**config.mk**
```make
export PLATFORM = sky130hd
export DESIGN_NAME = rob_retire
export DESIGN_NICKNAME = d
export VERILOG_FILES = /design/src/rtl/rob_retire.sv
export SDC_FILE = /design/constraint.sdc
export NUM_CORES = 1
export LEC_CHECK = 0
export ABC_AREA = 1
export BUFFER_PORTS_ARGS = -buffer_cell sky130_fd_sc_hd__buf_2
export CAP_MARGIN = 20
export CORE_AREA = 2 2 195 197
export DETAILED_ROUTE_END_ITERATION = 10
export DIE_AREA = 0 0 197 199
export SLEW_MARGIN = 20
export SYNTH_ARGS = -nofsm -noshare
export SYNTH_HDL_FRONTEND = slang
export SYNTH_SLANG_ARGS = --single-unit
```
**constraint.sdc**
```tcl
create_clock -name clock_i -period 6.1 [get_ports clock_i]
set_clock_uncertainty 0.1 [all_clocks]
set_input_delay 0.61 -clock clock_i [delete_from_list [all_inputs] [get_ports clock_i]]
set_output_delay 0.61 -clock clock_i [all_outputs]
set_load 0.01 [all_outputs]
```
**src/rtl/rob_retire.sv**
```systemverilog
// In-order commit stage on the ROB extraction side: retires the eligible head prefix,
// writes the register file, serialises stores and turns an excepting head into a flush.
package rob_retire_pkg;
   typedef struct packed {
      logic [4:0]  dest_reg;
      logic        dest_reg_valid;
      logic [31:0] result_lo;
      logic        is_store;
      logic [31:0] mem_addr;
      logic [31:0] mem_data;
      logic [3:0]  mem_be;
      logic        exception;
      logic [31:0] pc;
   } rob_entry_t;
endpackage

module rob_retire #(
   parameter type T            = rob_retire_pkg::rob_entry_t,
   parameter int  DEPTH        = 16,
   parameter int  EXT_COUNT    = 2,
   parameter int  DEPTHLOG2    = $clog2(DEPTH),
   parameter int  EXTCOUNTLOG2 = $clog2(EXT_COUNT)
) (
   input  logic                             clock_i,
   input  logic                             reset_n_i,
   input  T            [EXT_COUNT-1:0]      slot_data_i,
   input  logic        [EXT_COUNT-1:0]      slot_valid_i,
   input  logic                             empty_i,
   input  logic        [DEPTHLOG2:0]        used_count_i,
   output logic                             consume_o,
   output logic        [EXTCOUNTLOG2-1:0]   consume_count_o,
   output logic        [EXT_COUNT-1:0]      rf_wr_en_o,
   output logic        [EXT_COUNT-1:0][4:0] rf_wr_reg_o,
   output logic        [EXT_COUNT-1:0][31:0] rf_wr_data_o,
   output logic                             st_req_o,
   output logic        [31:0]               st_addr_o,
   output logic        [31:0]               st_data_o,
   output logic        [3:0]                st_be_o,
   input  logic                             st_ack_i,
   output logic                             flush_o,
   output logic        [31:0]               flush_pc_o,
   output logic        [31:0]               retired_count_o
);

   localparam int KW = EXTCOUNTLOG2 + 1;

   typedef enum logic [1:0] {IDLE, ST_WAIT, FLUSH} state_e;

   state_e                     state_q, state_d;
   logic [EXT_COUNT-1:0]       rf_wr_en_q, rf_wr_en_d;
   logic [EXT_COUNT-1:0][4:0]  rf_wr_reg_q, rf_wr_reg_d;
   logic [EXT_COUNT-1:0][31:0] rf_wr_data_q, rf_wr_data_d;
   logic                       st_req_q, st_req_d;
   logic [31:0]                st_addr_q, st_addr_d;
   logic [31:0]                st_data_q, st_data_d;
   logic [3:0]                 st_be_q, st_be_d;
   logic                       flush_q, flush_d;
   logic [31:0]                flush_pc_q, flush_pc_d;
   logic [31:0]                retired_q, retired_d;
   logic [EXT_COUNT-1:0]       retire_mask;
   logic [KW-1:0]              k;
   logic                       lane0_ok;

   // Next-state, retirement selection and combinational ROB handshake.
   always_comb begin
      logic run;
      logic dup;
      state_d         = state_q;
      rf_wr_en_d      = '0;
      rf_wr_reg_d     = rf_wr_reg_q;
      rf_wr_data_d    = rf_wr_data_q;
      st_req_d        = st_req_q;
      st_addr_d       = st_addr_q;
      st_data_d       = st_data_q;
      st_be_d         = st_be_q;
      flush_d         = 1'b0;
      flush_pc_d      = flush_pc_q;
      retire_mask     = '0;
      k               = '0;
      run             = 1'b1;
      dup             = 1'b0;
      consume_o       = 1'b0;
      consume_count_o = '0;
      lane0_ok        = !empty_i && (used_count_i != '0) && slot_valid_i[0];
      case (state_q)
         IDLE: begin
            // A special lane ends the run; it is only handled further when it is lane 0.
            for (int i = 0; i < EXT_COUNT; i++) begin
               if (run && !empty_i && (i < int'(used_count_i)) && slot_valid_i[i]) begin
                  if (!slot_data_i[i].is_store && !slot_data_i[i].exception) begin
                     retire_mask[i] = 1'b1;
                     k              = k + KW'(1);
                  end else begin
                     run = 1'b0;
                  end
               end else begin
                  run = 1'b0;
               end
            end
            if (k != '0) begin
               consume_o       = 1'b1;
               consume_count_o = EXTCOUNTLOG2'(k - KW'(1));
               for (int i = 0; i < EXT_COUNT; i++) begin
                  dup = 1'b0;
                  for (int j = i + 1; j < EXT_COUNT; j++) begin
                     if (retire_mask[j] && slot_data_i[j].dest_reg_valid &&
                         (slot_data_i[j].dest_reg == slot_data_i[i].dest_reg)) begin
                        dup = 1'b1;
                     end else begin
                        dup = dup;
                     end
                  end
                  if (retire_mask[i] && slot_data_i[i].dest_reg_valid &&
                      (slot_data_i[i].dest_reg != 5'd0) && !dup) begin
                     rf_wr_en_d[i]   = 1'b1;
                     rf_wr_reg_d[i]  = slot_data_i[i].dest_reg;
                     rf_wr_data_d[i] = slot_data_i[i].result_lo;
                  end else begin
                     rf_wr_en_d[i] = 1'b0;
                  end
               end
            end else if (lane0_ok && slot_data_i[0].is_store) begin
               st_req_d  = 1'b1;
               st_addr_d = slot_data_i[0].mem_addr;
               st_data_d = slot_data_i[0].mem_data;
               st_be_d   = slot_data_i[0].mem_be;
               state_d   = ST_WAIT;
            end else if (lane0_ok && slot_data_i[0].exception) begin
               consume_o  = 1'b1;
               flush_d    = 1'b1;
               flush_pc_d = slot_data_i[0].pc;
               state_d    = FLUSH;
            end else begin
               state_d = IDLE;
            end
         end
         ST_WAIT: begin
            if (st_ack_i) begin
               consume_o = 1'b1;
               st_req_d  = 1'b0;
               state_d   = IDLE;
            end else begin
               state_d = ST_WAIT;
            end
         end
         FLUSH: begin
            state_d = IDLE;
         end
         default: begin
            state_d = IDLE;
         end
      endcase
      if (consume_o) begin
         retired_d = retired_q + 32'(consume_count_o) + 32'd1;
      end else begin
         retired_d = retired_q;
      end
   end

   // State and registered outputs.
   always_ff @(posedge clock_i or negedge reset_n_i) begin
      if (!reset_n_i) begin
         state_q      <= IDLE;
         rf_wr_en_q   <= '0;
         rf_wr_reg_q  <= '0;
         rf_wr_data_q <= '0;
         st_req_q     <= 1'b0;
         st_addr_q    <= 32'd0;
         st_data_q    <= 32'd0;
         st_be_q      <= 4'd0;
         flush_q      <= 1'b0;
         flush_pc_q   <= 32'd0;
         retired_q    <= 32'd0;
      end else begin
         state_q      <= state_d;
         rf_wr_en_q   <= rf_wr_en_d;
         rf_wr_reg_q  <= rf_wr_reg_d;
         rf_wr_data_q <= rf_wr_data_d;
         st_req_q     <= st_req_d;
         st_addr_q    <= st_addr_d;
         st_data_q    <= st_data_d;
         st_be_q      <= st_be_d;
         flush_q      <= flush_d;
         flush_pc_q   <= flush_pc_d;
         retired_q    <= retired_d;
      end
   end

   assign rf_wr_en_o      = rf_wr_en_q;
   assign rf_wr_reg_o     = rf_wr_reg_q;
   assign rf_wr_data_o    = rf_wr_data_q;
   assign st_req_o        = st_req_q;
   assign st_addr_o       = st_addr_q;
   assign st_data_o       = st_data_q;
   assign st_be_o         = st_be_q;
   assign flush_o         = flush_q;
   assign flush_pc_o      = flush_pc_q;
   assign retired_count_o = retired_q;

endmodule

```
==> results.json, run 1 <==
{
  "syn_area_mm2": 0.00921,
  "tightestPinTransition_ps": 1020,
  "drv_cap": 0,
  "postRouteAntennaNets": 0,
  "post-route-period-util_pct": 59.8,
  "regArea_mm2": 0.00531,
  "io_pins": 503,
  "crit_arrival_ps": 2940,
  "peakVddDrop_uv": 200,
  "htree_levels": 1,
  "dpl.hpwl_mm": 20.3,
  "drive_gt1_share_pct": 39.1,
  "vias": 7963,
  "min_path_cells": 3,
  "clk_pin_slew_ps": 60,
  "multi_input_area_mm2": 0.00350,
  "power_frac_comb_pct": 17.0,
  "fin_util_pct": 33.7,
  "powerDensity_mw_per_mm2": 311,
  "switching_share_pct": 27.5,
  "synthCells": 976,
  "synth_warnings": 0,
  "synth.net_count": 1270,
  "grt_max_degree": 113,
  "postPlaceCellArea_mm2": 0.0116,
  "fin_setup_tns_ps": 0,
  "pre_cts_ws_ps": 1930,
  "clockPowerShare_pct": 39.3,
  "cts_num_sinks": 212,
  "wirelength_mm": 27.4,
  "fp.coreArea_mm2": 0.0371,
  "hold_violations": 0,
  "yosysSeqAreaShare_pct": 57.6,
  "synth_cell_types": 28,
  "root_buffer": "clkbuf_16",
  "antenna_found_initial": 0,
  "grtUsageTotal_pct": 13.7,
  "die_x_um": 197,
  "setup_ws_ps": 2450,
  "cts_buffers": 26,
  "outcome": "complete, no violations",
  "power.switching_mw": 1.07,
  "start_util_pct": 24.8,
  "layout_min_cycle_time_ps": 3650,
  "final_design_area_no_fill_mm2": 0.0125,
  "avgSynthCellArea_um2": 9.44,
  "grt_overflow_total": 0,
  "fillerInstances": 3875,
  "io_buffer_count": 402,
  "critPathMaxFanout": 41,
  "drtIter0Drc": 308,
  "seqPwrFrac_pct": 43.7,
  "rows": 71,
  "post_drt_via_cell_ratio": 4.26,
  "reg2reg_depth": 14,
  "cts_buffer_depth": 3,
  "hold_class": "input pin to flop",
  "worstSetupStartpointType": "flop",
  "die_y_um": 199,
  "remaining_drc_errors": 0,
  "syn_to_final_growth_pct": 36.0,
  "grt_pass1_vias": 8131,
  "gp_congestion": 0.836,
  "drv_slew": 0,
  "ys_ff_latch": 212,
  "clk_latency_ps": 530,
  "power_leakage_nw": 7.06,
  "setup_viol": 0,
  "crit_required_ps": 5390,
  "die_area_mm2": 0.0392,
  "total_power_mw": 3.90,
  "wire_per_inst_um": 14.7,
  "layout_common_cells": "nand2_1, buf_2, dfrtp_1, mux2_2, nand3_1",
  "cts_tree": "built",
  "fin_nets": 1669,
  "rsz0062_at_grt": "no",
  "internal_power_mw": 2.83,
  "firstDrtPassIters": 5,
  "fmax_ghz": 0.274,
  "worstSetupPathType": "flop to output pin",
  "mostFrequentLayoutCell": "nand2_1",
  "end_kind": "output pin",
  "max_slew_margin_pct": 31.8,
  "grt_pass1_wl_mm": 42.9
}
power by group through the flow:
stage / clock [mW] / combinational (mW) / sequential (mW)
floorplan: 0 / 0.227 / 1.80
global placement: 0 / 0.668 / 1.71
detailed placement: 0 / 0.680 / 1.72
CTS: 1.59 / 0.678 / 1.70
global route: 1.65 / 0.732 / 1.73
finish: 1.53 / 0.663 / 1.70
final cells by class:
| cell class | instances | share of cell area, % |
|---|---|---|
| clock inverters | 7 | 0.430 |
| multi-input cells | 683 | 27.9 |
| well taps | 474 | 4.73 |
| clock buffers | 41 | 6.60 |
| flip-flops and latches | 212 | 42.4 |
| diodes | 1 | 0.0200 |
| inverters | 44 | 1.32 |
| repair buffers | 408 | 16.6 |
path summary, 6_finish.rpt:
check,from,to,slack [ps]
max,state_q[0],consume_o,2450
min,slot_data_i[7],flush_pc_o[7],170
max reg2reg,state_q[0],retired_count_o[30],2620
min reg2reg,rf_wr_data_o[0],rf_wr_data_o[0],360
max in group asynchronous,reset_n_i,st_addr_o[29],4160
min in group asynchronous,reset_n_i,rf_wr_data_o[0],560
kinds of logic (layout without fill, tap and decap cells):
family | after synthesis | in the layout | share of synthesized area, %
compound gates | 4 | 4 | 0.475
xor+xnor | 32 | 32 | 3.04
fa+ha+maj | 3 | 3 | 0.408
buf+inv | 81 | 500 | 4.56
flops | 212 | 212 | 57.6
mux | 68 | 68 | 8.31
other cells | 0 | 1 | 0
simple gates | 576 | 576 | 25.6
per-layer routing:
layer  global-route usage, %  part of all wire [%]  routed length (um)
met2                    23.3                    48               13200
met3                    3.68                   7.4                2040
met5                       0                     0                   0
met4                    4.46                   2.3                 629
met1                    16.8                    42               11500
per-stage QoR:
step | cells | hold slack, ps
floorplan | 976 | 214
global placement | 1820 | 348
detailed placement | 1820 | 354
CTS | 1868 | 1.56
global route | 1869 | 145
finish | 1870 | 167
state kept, by name, indices dropped and copies added (netlist names):
name	flops
flush_o	1
st_data_o	32
st_req_o	1
flush_pc_o	32
retired_count_o	32
rf_wr_data_o	64
state_q	2
st_addr_o	32
rf_wr_reg_o	10
rf_wr_en_o	2
st_be_o	4
worst max-delay path: stages (launching register included):
cell	delay (ps)
dfrtp_1	420
nor2_4	90
buf_4	400
nand4_2	140
buf_4	280
nand2_1	270
inv_2	50
nand2_2	460
buf_2	250
what timing repair did:
item,4_1_cts,5_1_grt
setup endpoints to repair,0,0
resized for setup,0,0
buffers inserted,0,0
hold buffers,0,1
endpoints found under the hold margin,0,1
cell usage after synthesis:
cell | count | area, um^2
a21oi_1 | 1 | 5.00
a31oi_4 | 1 | 21.3
buf_2 | 12 | 60.1
buf_4 | 7 | 52.6
buf_6 | 10 | 113
clkbuf_1 | 8 | 30.0
dfrtp_1 | 212 | 5310
ha_1 | 3 | 37.5
inv_1 | 40 | 150
inv_2 | 4 | 15.0
mux2_2 | 68 | 766
nand2_1 | 449 | 1690
nand2_2 | 3 | 18.8
nand2_4 | 1 | 11.3
nand3_1 | 44 | 220
nand3_2 | 2 | 20.0
nand3_4 | 1 | 17.5
nand4_1 | 11 | 68.8
nand4_2 | 1 | 12.5
nor2_1 | 39 | 146
nor2_2 | 8 | 50.1
nor2_4 | 3 | 33.8
nor3_1 | 13 | 65.1
nor3b_1 | 1 | 7.51
o21ai_0 | 1 | 5.00
o31ai_2 | 1 | 12.5
xnor2_1 | 12 | 105
xor2_1 | 20 | 175
No activity file was read; power rests on OpenSTA's default activity.
==> run 2, diff against run 1 <==
- ABC_AREA: 1 -> 0
- CORE_AREA: 2 2 195 197 -> 2 2 196 198
- DIE_AREA: 0 0 197 199 -> 0 0 198 200
- clock period: 6.1 -> 3.82 ns (I/O delays scaled with it)
==> run 2 against run 1 <==
Routed wire length is essentially flat; critical path type is now input pin to output pin; global-route usage shrank 0.48 points; non-clock buffer count is 169 higher; highest routed layer is now met5; die area grew 1.0%.
==> results.json, run 2 <==
{
  "outcome": "complete, no violations",
  "cts_tree": "built",
  "worstSetupStartpointType": "input pin",
  "antenna_found_initial": 2,
  "grt_max_degree": 96,
  "avgSynthCellArea_um2": 13.4,
  "yosysTopAreaCell": "dfrtp_1",
  "wire_per_inst_um": 15.7,
  "dpl.cell_count": 1535,
  "fin_cells": 1746,
  "synth_warnings": 0,
  "synth.net_count": 932,
  "crit_cells": 9,
  "rsz0062_at_grt": "no",
  "fp.coreArea_mm2": 0.0374,
  "critPathMaxFanout": 21,
  "layout_min_cycle_time_ps": 3300,
  "multi_input_area_mm2": 0.00305,
  "grt_pass1_wl_mm": 41.0,
  "r2r_slack_ps": 1090,
  "yosysSeqAreaShare_pct": 62.1,
  "clk_latency_ps": 530,
  "grt_pass1_vias": 7393,
  "slowest_stage": "or4_4",
  "setup_ws_ps": 522,
  "r2r-end": "retired_count_o[31]",
  "crit_chain": "buf_2, or4_4, o21ai_2, inv_1, ha_1, o31ai_1, o211a_4, inv_2, buf_2",
  "dpl.hpwl_mm": 18.8,
  "seqPwrFrac_pct": 41.7,
  "drv_slew": 0,
  "post_drt_via_cell_ratio": 4.08,
  "remaining_drc_errors": 0,
  "power.switching_mw": 1.76,
  "die_x_um": 198,
  "hold_violations": 0,
  "synth_edf_count": 0,
  "critPathBufInv": 4,
  "synthCells": 638,
  "fin_nets": 1510,
  "hold_class": "input pin to flop",
  "async_flop_share_pct": 100,
  "io_pins": 503,
  "max_slew_margin_pct": 50.7,
  "fin_util_pct": 36.8,
  "rows": 71,
  "synth_cell_types": 42,
  "drtIter0Drc": 166,
  "layout_common_cells": "buf_2, dfrtp_1, dlygate4sd3_1, mux2_2, nand2_1",
  "crit_start": "used_count_i[4]",
  "path_delay_family": "compound AO/OA/AOI/OAI gates",
  "tightestPinTransition_ps": 740,
  "min_from": "slot_data_i[244]",
  "internal_power_mw": 4.85,
  "synth.top_cell.area_share_pct": 62.1,
  "post-route-period-util_pct": 86.3,
  "firstDrtPassIters": 4,
  "postPlaceCellArea_mm2": 0.0112,
  "fin_setup_tns_ps": 0,
  "post-cts-setup-buffers": 0,
  "grtUsageTotal_pct": 13.2,
  "peakVddDrop_uv": 247,
  "final_design_area_no_fill_mm2": 0.0138,
  "cts_num_sinks": 212,
  "synth.area.top_cells": "dfrtp_1, mux2_2, nand2_1, mux2_4, xnor2_1",
  "syn_to_final_growth_pct": 60.9,
  "clk_pin_slew_ps": 60,
  "die_y_um": 200,
  "power_leakage_nw": 7.24,
  "critPathMostFrequentCell": "buf_2",
  "htree_levels": 1,
  "drive_gt1_share_pct": 49.2,
  "ys_ff_latch": 212,
  "reg2reg_depth": 8,
  "clockPowerShare_pct": 39.6,
  "power_frac_comb_pct": 18.7,
  "die_area_mm2": 0.0396,
  "wirelength_mm": 27.4,
  "worstSetupEndpoint": "consume_o",
  "total_power_mw": 6.60,
  "reg2reg_from": "state_q[1]",
  "regArea_mm2": 0.00531,
  "cts_buffers": 25,
  "root_buffer": "clkbuf_16",
  "pre_cts_ws_ps": 266,
  "switching_share_pct": 26.6,
  "io_buffer_count": 402,
  "yosysMostFrequentCell": "dfrtp_1",
  "drv_cap": 0,
  "largest_register_ffs": 64,
  "gp_congestion": 0.755,
  "cts_buffer_depth": 3,
  "hold_ws_ps": 23.9,
  "fillerInstances": 3604,
  "vias": 7122,
  "ys.flop_type": "dfrtp_1",
  "grt_overflow_total": 0,
  "setup_viol": 0,
  "crit_arrival_ps": 2820,
  "crit_required_ps": 3340,
  "worstSetupPathType": "input pin to output pin",
  "max_stage_delay_ps": 580,
  "yosys-top-cells-count": "dfrtp_1, mux2_2, nand2_1",
  "start_util_pct": 22.8,
  "end_kind": "output pin",
  "fmax_ghz": 0.303,
  "syn_area_mm2": 0.00855,
  "mostFrequentLayoutCell": "buf_2",
  "powerDensity_mw_per_mm2": 480,
  "postRouteAntennaNets": 0
}
[run 2: kinds of logic (layout without fill, tap and decap cells)]
logic type                 after synthesis  count (layout)  synth area share [%]
DFF                                    212             212                  62.1
and+or+nand+nor                        192             192                  10.4
muxes                                  142             142                  19.5
buffers and inverters                   40             636                  2.46
xor gates and xnor gates                35              35                  3.59
AOI/OAI and AO/OA                       14              14                  1.49
adders and majority gates                3               3                 0.439
other                                    0               1                     0
[run 2: routing by layer]
layer / wire length (um) / global-route usage, %
met5: 9 / 0
met4: 644 / 4.37
met3: 2140 / 3.48
met2: 13700 / 23.4
met1: 10900 / 15.5
[run 2: final cells by class]
class	instances	area share [%]
Inverter	14	0.382
Clock buffer	34	5.23
Antenna cell	1	0.0182
Clock inverter	11	1.36
Sequential cell	212	38.6
Timing Repair Buffer	577	27.6
Multi-Input combinational cell	386	22.2
Tap cell	511	4.65
[run 2: worst register-to-register path: stages, from the launching register on]
cell     delay, ps
dfrtp_1        400
nor2_1         410
nand4_1        260
ha_1           280
and3b_1        230
and2_1         400
nand2_1        100
nor4_1         300
xor2_1         180
[run 2: timing repair]
action | 4_1_cts | 5_1_grt
gates resized for setup | 0 | 0
hold buffers | 164 | 0
endpoints found under the hold margin | 255 | 0
[run 2: how the worst min path moves through the flow]
stage | endpoint | slack [ps] | cells after the start
2_1_floorplan | flush_o | -10 | 0
3_3_place_gp | state_q[0] | 350 | 1
3_5_place_dp | flush_pc_o[13] | 360 | 2
4_1_cts | rf_wr_data_o[34] | 2 | 2
5_1_grt | rf_wr_data_o[34] | 2 | 2
6_report | rf_wr_data_o[34] | 20 | 2
[run 2: power groups by stage]
stage | clock network (mW) | logic [mW] | registers (mW)
finish | 2.61 | 1.24 | 2.75
global route | 2.79 | 1.35 | 2.79
CTS | 2.69 | 1.24 | 2.75
detailed placement | 0 | 1.11 | 2.78
global placement | 0 | 1.10 | 2.77
floorplan | 0 | 0.364 | 2.92
==> run 3, diff against run 2 <==
- CELL_PAD_IN_SITES_DETAIL_PLACEMENT: default -> 1
- CELL_PAD_IN_SITES_GLOBAL_PLACEMENT: default -> 1
- PLACE_DENSITY_LB_ADDON: default -> 0.1
==> run 3 against run 2 <==
Critical path depth unchanged; clock power about the same; sequential share of layout area down 0.21 points; die area unchanged; maximum frequency down 2.0%; routed wire length up 9.7%; final cell count up 0.57%; power up 0.78%; final area up 0.54%; via count up 0.49%; largest cell class unchanged; hold slack better by 13 ps; highest routed layer unchanged.
==> results.json, run 3 (same netlist as run 2, synthesis figures left out) <==
{
  "outcome": "complete, no violations",
  "fmax_ghz": 0.297,
  "layout_common_cells": "buf_2, dfrtp_1, dlygate4sd3_1, mux2_2, nand2_1",
  "grt_pass1_vias": 7781,
  "switching_share_pct": 27.0,
  "grt_max_degree": 101,
  "post-route-period-util_pct": 88.1,
  "cts_tree": "built",
  "critPathMaxFanout": 21,
  "grt_overflow_total": 0,
  "gr-usage-met3_pct": 4.42,
  "syn_to_final_growth_pct": 61.8,
  "grt_busiest_layer": "met2",
  "max_slew_margin_pct": 43.4,
  "io_buffer_count": 402,
  "end_kind": "output pin",
  "postRouteAntennaNets": 0,
  "post_drt_via_cell_ratio": 4.08,
  "cts_buffers": 27,
  "die_y_um": 200,
  "internal_power_mw": 4.85,
  "seqPwrFrac_pct": 41.2,
  "hold_violations": 0,
  "die_x_um": 198,
  "antenna_found_initial": 5,
  "clockPowerShare_pct": 39.6,
  "grtUsageTotal_pct": 14.8,
  "max_stage_delay_ps": 590,
  "rsz0062_at_grt": "no",
  "cts_buffer_depth": 3,
  "drv_slew": 0,
  "die_area_mm2": 0.0396,
  "setup_viol": 0,
  "use_met2_pct": 25.7,
  "rows": 71,
  "power_leakage_nw": 7.28,
  "worstSetupPathType": "input pin to output pin",
  "wire_per_inst_um": 17.1,
  "drive_gt1_share_pct": 49.1,
  "drtIter0Drc": 156,
  "reg2reg_depth": 9,
  "fin_nets": 1516,
  "fillerInstances": 4212,
  "cts_num_sinks": 212,
  "crit_cells": 9,
  "io_pins": 503,
  "peakVddDrop_uv": 241,
  "critPathMostFrequentCell": "buf_2",
  "crit_start": "used_count_i[4]",
  "root_buffer": "clkbuf_16",
  "crit_chain": "buf_2, or4_4, o21ai_2, inv_1, ha_1, o31ai_1, o211a_4, inv_2, buf_2",
  "reg2reg_from": "state_q[1]",
  "critPathBufInv": 4,
  "firstDrtPassIters": 3,
  "gr-usage-met1_pct": 17.8,
  "path_delay_family": "compound AO/OA/AOI/OAI gates",
  "fp.coreArea_mm2": 0.0374,
  "r2r-end": "retired_count_o[19]",
  "r2r_slack_ps": 1160,
  "powerDensity_mw_per_mm2": 481,
  "postPlaceCellArea_mm2": 0.0112,
  "post-cts-setup-buffers": 0,
  "cts_hold_buf": 166,
  "largest_register_ffs": 64,
  "final_design_area_no_fill_mm2": 0.0138,
  "grt_pass1_wl_mm": 45.4,
  "vias": 7157,
  "cts_resized": 0,
  "tightestPinTransition_ps": 849,
  "power_frac_comb_pct": 19.1,
  "clk_pin_slew_ps": 50,
  "crit_arrival_ps": 2880,
  "remaining_drc_errors": 0,
  "clk_latency_ps": 530,
  "mostFrequentLayoutCell": "buf_2",
  "slowest_stage": "or4_4",
  "power.switching_mw": 1.80,
  "htree_levels": 1,
  "gp_congestion": 0.713,
  "worstSetupStartpointType": "input pin",
  "hold_class": "input pin to flop",
  "dpl.hpwl_mm": 21.4,
  "worstSetupEndpoint": "consume_o",
  "wirelength_mm": 30.1,
  "crit_required_ps": 3340,
  "start_util_pct": 22.8,
  "drv_cap": 0,
  "fin_setup_tns_ps": 0,
  "layout_min_cycle_time_ps": 3370
}
-- run 3: changes by cell type in the layout (fill, tap and decap cells not counted), sizes merged --
cell         change
inv              -1
clkinv           +1
clkinvlp         -1
bufinv           -2
clkbuf           +7
dlygate4sd3      +2
diode            +2
buf              +2
-- run 3: worst min path at each step --
stage,from,endpoint,slack [ps],depth (start not counted)
3_5_place_dp,retired_count_o[31],retired_count_o[31],360,1
5_1_grt,slot_data_i[276],rf_wr_reg_o[6],20,2
2_1_floorplan,reset_n_i,flush_o,-10,0
6_report,slot_data_i[139],rf_wr_reg_o[4],40,2
4_1_cts,slot_data_i[139],rf_wr_reg_o[4],2,2
3_3_place_gp,flush_pc_o[28],flush_pc_o[28],360,2
-- run 3: cell type report --
cell class / count / area, um^2 / share of cell area [%]
diodes: 3 / 7.51 / 0.0543
clock buffers: 41 / 808 / 5.85
clock inverters: 8 / 119 / 0.860
inverters: 14 / 52.6 / 0.380
multi-input cells: 386 / 3040 / 22.0
flip-flops and latches: 212 / 5310 / 38.4
well taps: 511 / 639 / 4.62
repair buffers: 581 / 3850 / 27.9
-- run 3: through the flow --
step | utilization [%] | cells | total power, mW | setup slack, ps | hold WS (ps)
2_1_floorplan | - | 638 | 3.28 | 642 | -13.6
3_3_place_gp | 29.9 | 1537 | 3.92 | 333 | 356
3_5_place_dp | 30.0 | 1538 | 3.94 | 305 | 358
4_1_cts | 36.9 | 1753 | 6.79 | 393 | 1.54
5_1_grt | 37.0 | 1756 | 7.04 | 186 | 20.3
6_report | 37.0 | 1756 | 6.65 | 455 | 37.0
-- run 3: metal layers --
| metal | up-vias | routed length [um] |
|---|---|---|
| li1 | 3365 | - |
| met1 | 3505 | 12400 |
| met2 | 244 | 14700 |
| met3 | 39 | 2440 |
| met4 | 4 | 506 |
| met5 | - | 21 |
-- run 3: power groups by stage --
| stage | combinational (mW) | sequential [mW] | clock (mW) |
|---|---|---|---|
| finish | 1.27 | 2.74 | 2.64 |
| global route | 1.40 | 2.79 | 2.84 |
| CTS | 1.30 | 2.75 | 2.75 |
| detailed placement | 1.16 | 2.78 | 0 |
| global placement | 1.15 | 2.77 | 0 |
| floorplan | 0.364 | 2.92 | 0 |
